**src/rtl/writeback_queue.sv**
```systemverilog
// writeback_queue
//   In-order FIFO of register write-back requests that feeds a register-file
//   decoder. A request {addr, data} is accepted at the tail on a valid/ready
//   handshake. The head entry is presented to the decoder and is retired on
//   any cycle where the queue is non-empty and neither stall nor flush is set.
//
// Ports
//   clk        : sole clock, rising edge
//   reset      : synchronous, active-high; empties the queue
//   wr_valid   : producer offers a request
//   wr_addr    : destination register index of the offer      [n-1:0]
//   wr_data    : data of the offer                            [w-1:0]
//   wr_ready   : queue accepts a request this cycle
//   stall      : downstream holds; nothing retires
//   flush      : discard every queued request
//   dec_in     : head register index to the decoder select    [n-1:0]
//   dec_enable : head entry retires this cycle (decoder enable)
//   wb_data    : head entry data                              [w-1:0]
//   count      : occupied entries                             [clog2(depth):0]
//   busy       : queue non-empty
module writeback_queue #(
  parameter int n     = 3,
  parameter int w     = 16,
  parameter int depth = 4
) (
  input  logic                     clk,
  input  logic                     reset,
  input  logic                     wr_valid,
  input  logic [n-1:0]             wr_addr,
  input  logic [w-1:0]             wr_data,
  output logic                     wr_ready,
  input  logic                     stall,
  input  logic                     flush,
  output logic [n-1:0]             dec_in,
  output logic                     dec_enable,
  output logic [w-1:0]             wb_data,
  output logic [$clog2(depth):0]   count,
  output logic                     busy
);

  localparam int aw = $clog2(depth);
  localparam int cw = aw + 1;
  localparam logic [cw-1:0] full_count = cw'(depth);

  logic [n-1:0]  addr_mem [depth];
  logic [w-1:0]  data_mem [depth];
  logic [aw-1:0] head;
  logic [aw-1:0] tail;
  logic          push;
  logic          pop;
  logic          empty;

  assign empty = (count == '0);

  // Ready and retire depend only on registered state and control inputs, so
  // a freshly pushed entry cannot bypass to the decoder in the same cycle,
  // and a full queue stays not-ready even while it pops.
  assign wr_ready   = !reset && !flush && (count < full_count);
  assign pop        = !reset && !flush && !stall && !empty;
  assign push       = wr_valid && wr_ready;
  assign dec_enable = pop;
  assign busy       = !empty;

  // Head presentation is forced to zero when empty or in reset so the
  // decoder never sees stale contents of an unoccupied slot.
  assign dec_in  = (reset || empty) ? '0 : addr_mem[head];
  assign wb_data = (reset || empty) ? '0 : data_mem[head];

  // NOTE: the storage array has no reset; occupancy is tracked by the
  // pointers and count, so clearing the contents would add logic for nothing.
  always_ff @(posedge clk) begin
    if (push) begin
      addr_mem[tail] <= wr_addr;
      data_mem[tail] <= wr_data;
    end
  end

  // NOTE: sequential state uses non-blocking assignments so every register
  // samples the pre-edge values, independent of statement order.
  always_ff @(posedge clk) begin
    if (reset || flush) begin
      head  <= '0;
      tail  <= '0;
      count <= '0;
    end else begin
      if (push) tail <= tail + aw'(1);
      if (pop)  head <= head + aw'(1);
      // Power-of-two depth lets the pointers wrap naturally; count is kept
      // separately so full and empty are distinguishable.
      case ({push, pop})
        2'b10:   count <= count + cw'(1);
        2'b01:   count <= count - cw'(1);
        default: count <= count;
      endcase
    end
  end

endmodule

```
**config.mk**
```make
export PLATFORM = sky130hd
export DESIGN_NAME = writeback_queue
export DESIGN_NICKNAME = d
export VERILOG_FILES = /design/src/rtl/writeback_queue.sv
export SDC_FILE = /design/constraint.sdc
export NUM_CORES = 1
export LEC_CHECK = 0
export ABC_AREA = 1
export CAP_MARGIN = 20
export CORE_ASPECT_RATIO = 1.1
export CORE_MARGIN = 3
export CORE_UTILIZATION = 48
export DETAILED_ROUTE_END_ITERATION = 12
export MAX_ROUTING_LAYER = met4
export PLACE_DENSITY_LB_ADDON = 0.15
export SKIP_CTS_REPAIR_TIMING = 1
export SLEW_MARGIN = 10
export SYNTH_ARGS = -nofsm -noshare
export SYNTH_HDL_FRONTEND = slang
export SYNTH_SLANG_ARGS = --single-unit
```
**constraint.sdc**
```tcl
create_clock -name clk -period 2 [get_ports clk]
set_input_delay 0.4 -clock clk [delete_from_list [all_inputs] [get_ports clk]]
set_output_delay 0.4 -clock clk [all_outputs]
set_load 0.02 [all_outputs]
```
Yosys cells after proc, flatten, opt, wreduce, memory -nomap -nowiden
Memory sizes are Yosys's and may differ from the RTL's. A register that Yosys moved wholly into a read port is not among the register bits.
Cells that the tools add are included.
{ "totals": {"reg_bits": 7, "ramBits": 76, "inputBits": 24, "output_inout_bits": 25, "mem_count": 2} }
{ "mem_list": {"columns": ["name", "words", "word_bits", "read_ports", "rd_ports_with_merged_regs", "wr", "line", "rtl"], "rows": [
  ["data_mem", 4, 16, 1, 1, 1, "46", "logic [w-1:0] data_mem [depth];"],
  ["addr_mem", 4, 3, 1, 1, 1, "45", "logic [n-1:0] addr_mem [depth];"]
]} }
{ "op_classes": {"addsub": 4, "magnitude_cmp": 1, "n_eq_ne": 2, "n_mux": 9, "n_reduce_logical": 13} }
{ "ops": {"columns": ["operator", "count"], "rows": [
  ["$mux 16", 1],
  ["$mux 2", 4],
  ["$pmux 3 s2", 1],
  ["$logic_and 1x1->1", 5],
  ["$add 2x1->2 const B", 2],
  ["$logic_not 1->1", 4],
  ["$add 3x1->3 const B", 1],
  ["$logic_not 3->1", 1],
  ["$lt 3x3->1 const B", 1],
  ["$mux 3", 1],
  ["$sub 3x1->3 const B", 1],
  ["$eq 2x1->1 const B", 1],
  ["$eq 2x2->1 const B", 1],
  ["$logic_or 1x1->1", 2],
  ["$mux 1", 2],
  ["$reduce_bool 2->1", 1]
]} }

Logic depth before layout (Yosys ltp)
{ "logic_depth": {"ltp_word": 6, "mapped_depth": 14, "mapped_depth_nobuf": 14} }

Least setup slack after synthesis
Ideal clock, no wire load.
{ "synth_path": {"path_type": "register to register", "from": "register count[0]", "to": "register count[2]", "arrival_ps": 1923, "required_ps": 1887, "slack_ps": -36, "stages_incl_launch_ff": 14, "path_buffers": 0, "period_less_slack_ps": 2036, "cell_sequence": "dfxtp_1 > inv_1 > nand3_2 > nand2_1 > inv_1 > ha_1 > inv_1 > fa_1 > inv_1 > nand2_1 > nand3_1 > nand2_1 > nand2_1 > nor2_1"} }
{ "synth_between": {"elab_chain_cells": 5, "word_cells_on_any_way": 12, "cone_classes": "add/sub (2); order compare (1); eq/ne (2); mux (1); reduce/logical (6)"} }
{ "synth_rtl": {"columns": ["element", "line", "rtl"], "rows": [
  ["from (decl)", "37", "output logic [$clog2(depth):0] count,"],
  ["from (signal assigned)", "91", "2'b10: count <= count + cw'(1);"],
  ["from (signal assigned)", "92", "2'b01: count <= count - cw'(1);"],
  ["from (signal assigned)", "93", "default: count <= count;"],
  ["$logic_not 3->1 *", "53", "assign empty = (count == '0);"],
  ["$logic_not 1->1 *", null, null],
  ["net busy", "38", "output logic busy"],
  ["$logic_and 1x1->1 *", "59", "assign pop = !reset && !flush && !stall && !empty;"],
  ["net dec_enable", "35", "output logic dec_enable,"],
  ["$eq 2x1->1 or $eq 2x2->1 (tied branches)", "90", "case ({push, pop})"],
  ["$pmux 3 s2 or $reduce_bool 2->1 (tied branches)", null, null]
]} }
Mark *: on every way through the listed nets, which the timed path passes. The rest lies on a longest branch.
A chain may end at the register's enable or synchronous reset.

==> out/qor.txt <==
Status -> completed
Total negative slack -> 0 ns
Clock Skew -> 0.00840 ns
Fin. Hold Viols -> 0
R2R Setup Slk -> 0.29 ns
Remaining DRCs -> 0
First-pass GRT wire length -> 10700 µm
Share of layout cells above drive strength 1 -> 0.216
RSZ-0062 raised after global routing -> true
Number of global-route vias before repair -> 2189
Max-slew headroom -> 0.848
Final Wtd Congestion -> 0.769
Placed Area -> 4270 µm²
# IOs -> 49
CTS Buf Count -> 9
All-Layer GR Usage -> 0.181
Static Leak -> 1.71 nW
Site row count -> 31
Pwr dens -> 708 nW/µm²
Design area -> 4440 µm²
Worst Hold Class -> reg2reg
Tmin final -> 1.94 ns
Clk_lat worst skew -> 0.36 ns
CTS tree -> done
Initial antenna violation count -> 0
DRT iter0 DRCs -> 169
Critical Path AT -> 1.54 ns
Worst-Margin Slew -> 0.225 ns
Maxcap violations -> 0
Final #Nets -> 405
CTS H-Tree Depth -> 3
Total congestion overflow -> 0
Max Buffers Root-to-Sink -> 2
Hold Crit Start -> head[1]$_SDFFE_PP0P_
Synth unique cells -> 20
N_diodes -> 0
Commonest non-fill, non-tap cell in the layout -> nor2_1
Syn Nets -> 325
Gate Count Post-Synth -> 295
Maximum vdd ir drop -> 480 µV
Maximum clock frequency -> 516 MHz
Via count -> 2324
Die Height -> 94.8 µm
Wire length per cell -> 14.8 µm
Final period utilization -> 0.969
Depth of the worst register-to-register path -> 12
DR vias/cell -> 5.03
DRT Wirelength -> 6850 µm
WHS Endpoint -> head[1]$_SDFFE_PP0P_
Final ANT Viol Nets -> 0
R2R Path End -> count[2]$_SDFFE_PP0P_
CTS Sinks -> 85
Die W -> 86.7 µm
Warnings from Yosys -> 0
CTS clk-pin slew, worst paths -> 0.08 ns
Critical setup path kind -> reg2out
Core ar. -> 6790 µm²
Initial Utilization -> 0.507
Crit Path Max Fanout -> 7
Post-synthesis sequential area ratio -> 0.715
Max Slew Vio Count -> 0
Hold WS -> 0.495 ns
Number of port buffers -> 48
Drt first pass iters -> 4
Critical Path End Type -> output pin
Synthesis-stage register bit count -> 85
Worst Setup Start Kind -> flip-flop
Largest net degree at the start of global routing -> 31
Synth-to-Final Area Change -> 28.9%
Clk root buf -> clkbuf_8
Mapped cell area -> 3440 µm²
Worst hold path stage count -> 2
DPL Wire Length -> 4290 µm
Avg Inst Size Synth -> 11.7 µm²
Final setup fails -> 0
Commonest cells after routing, fill and taps aside -> 81 x nor2_1, 76 x edfxtp_1, 32 x buf_4
Die area -> 8220 µm²
CP required -> 1.60 ns
Crit Reg-Reg Startpoint -> count[2]$_SDFFE_PP0P_
[worst max path at each step]
| stage | to | start | slack [ns] | cells after the start |
|---|---|---|---|---|
| final | wb_data[15] | flip-flop | 0.06 | 7 |
| after global routing | count[2]$_SDFFE_PP0P_ | reset | -0.008 | 15 |
| after CTS | dec_in[0] | flip-flop | -0.47 | 6 |
| after detailed placement | dec_in[0] | reset | -0.36 | 6 |
| after global placement | wb_data[5] | reset | -0.34 | 6 |
| after floorplan | addr_mem[0][0]$_DFFE_PP_ | flush | -0.03 | 3 |
[layer usage]
metal  track usage  routed length, µm  vias up
li1              -                  -     1178
met2         0.283               3310       54
met3        0.0497                345       10
met1         0.227               3090     1082
met5             -                  0        -
met4        0.0662                105        0
[synthesized netlist by cell type (all sizes together)]
| library cell | count | area, µm² |
|---|---|---|
| fa | 1 | 20.0 |
| ha | 5 | 62.6 |
| nand3 | 7 | 40.0 |
| a21oi | 23 | 115 |
| nor2 | 88 | 333 |
| clkbuf | 1 | 3.75 |
| edfxtp | 76 | 2280 |
| o21ai | 40 | 200 |
| nand2 | 15 | 58.8 |
| inv | 19 | 71.3 |
| buf | 11 | 75.1 |
| dfxtp | 9 | 180 |
[power by group]
| part | switching, W | total [W] | internal [W] |
|---|---|---|---|
| clock network | 0.000577 | 0.00103 | 0.000448 |
| registers | 0.00000430 | 0.00195 | 0.00195 |
| logic | 0.0000799 | 0.000164 | 0.0000843 |
| total | 0.000661 | 0.00314 | 0.00248 |
[sequential cells by signal, indices dropped and copies added (netlist names), named ones only]
| register | flops |
|---|---|
| head | 2 |
| count | 3 |
| data_mem | 64 |
| tail | 2 |
| addr_mem | 12 |
[stage by stage]
step,std cells,utilization,setup slack (ns),power (W)
finish,462,0.653,0.0616,0.00314
global route,462,0.653,-0.00848,0.00325
CTS,459,0.653,-0.468,0.00316
detailed placement,443,0.629,-0.356,0.00216
global placement,443,0.629,-0.336,0.00216
floorplan,295,-,-0.0257,0.00204
[worst max-delay path: stages, from the launching register on]
cell and delay, ns:
dfxtp_2 0.36, buf_12 0.14, buf_6 0.13, nor2_1 0.05
nor2_1 0.07, o21ai_0 0.08, a21oi_1 0.20, buf_4 0.17
[area by class of cell]
class	count	area, µm²
multi-input cells	179	855
repair buffers	81	776
inverters	19	76.3
clock buffers	12	135
well taps	82	103
clock inverters	4	25.0
fillers	532	2350
flip-flops and latches	85	2470
[cell families after synthesis]
logic type	Yosys count	synth area share
AND/OR/NAND/NOR	110	0.125
flip-flops	85	0.715
AO/OA/AOI/OAI	63	0.0916
buffers and inverters	31	0.0436
adder cells (fa/ha/maj)	6	0.0240
(Power assumes the default switching activity.)
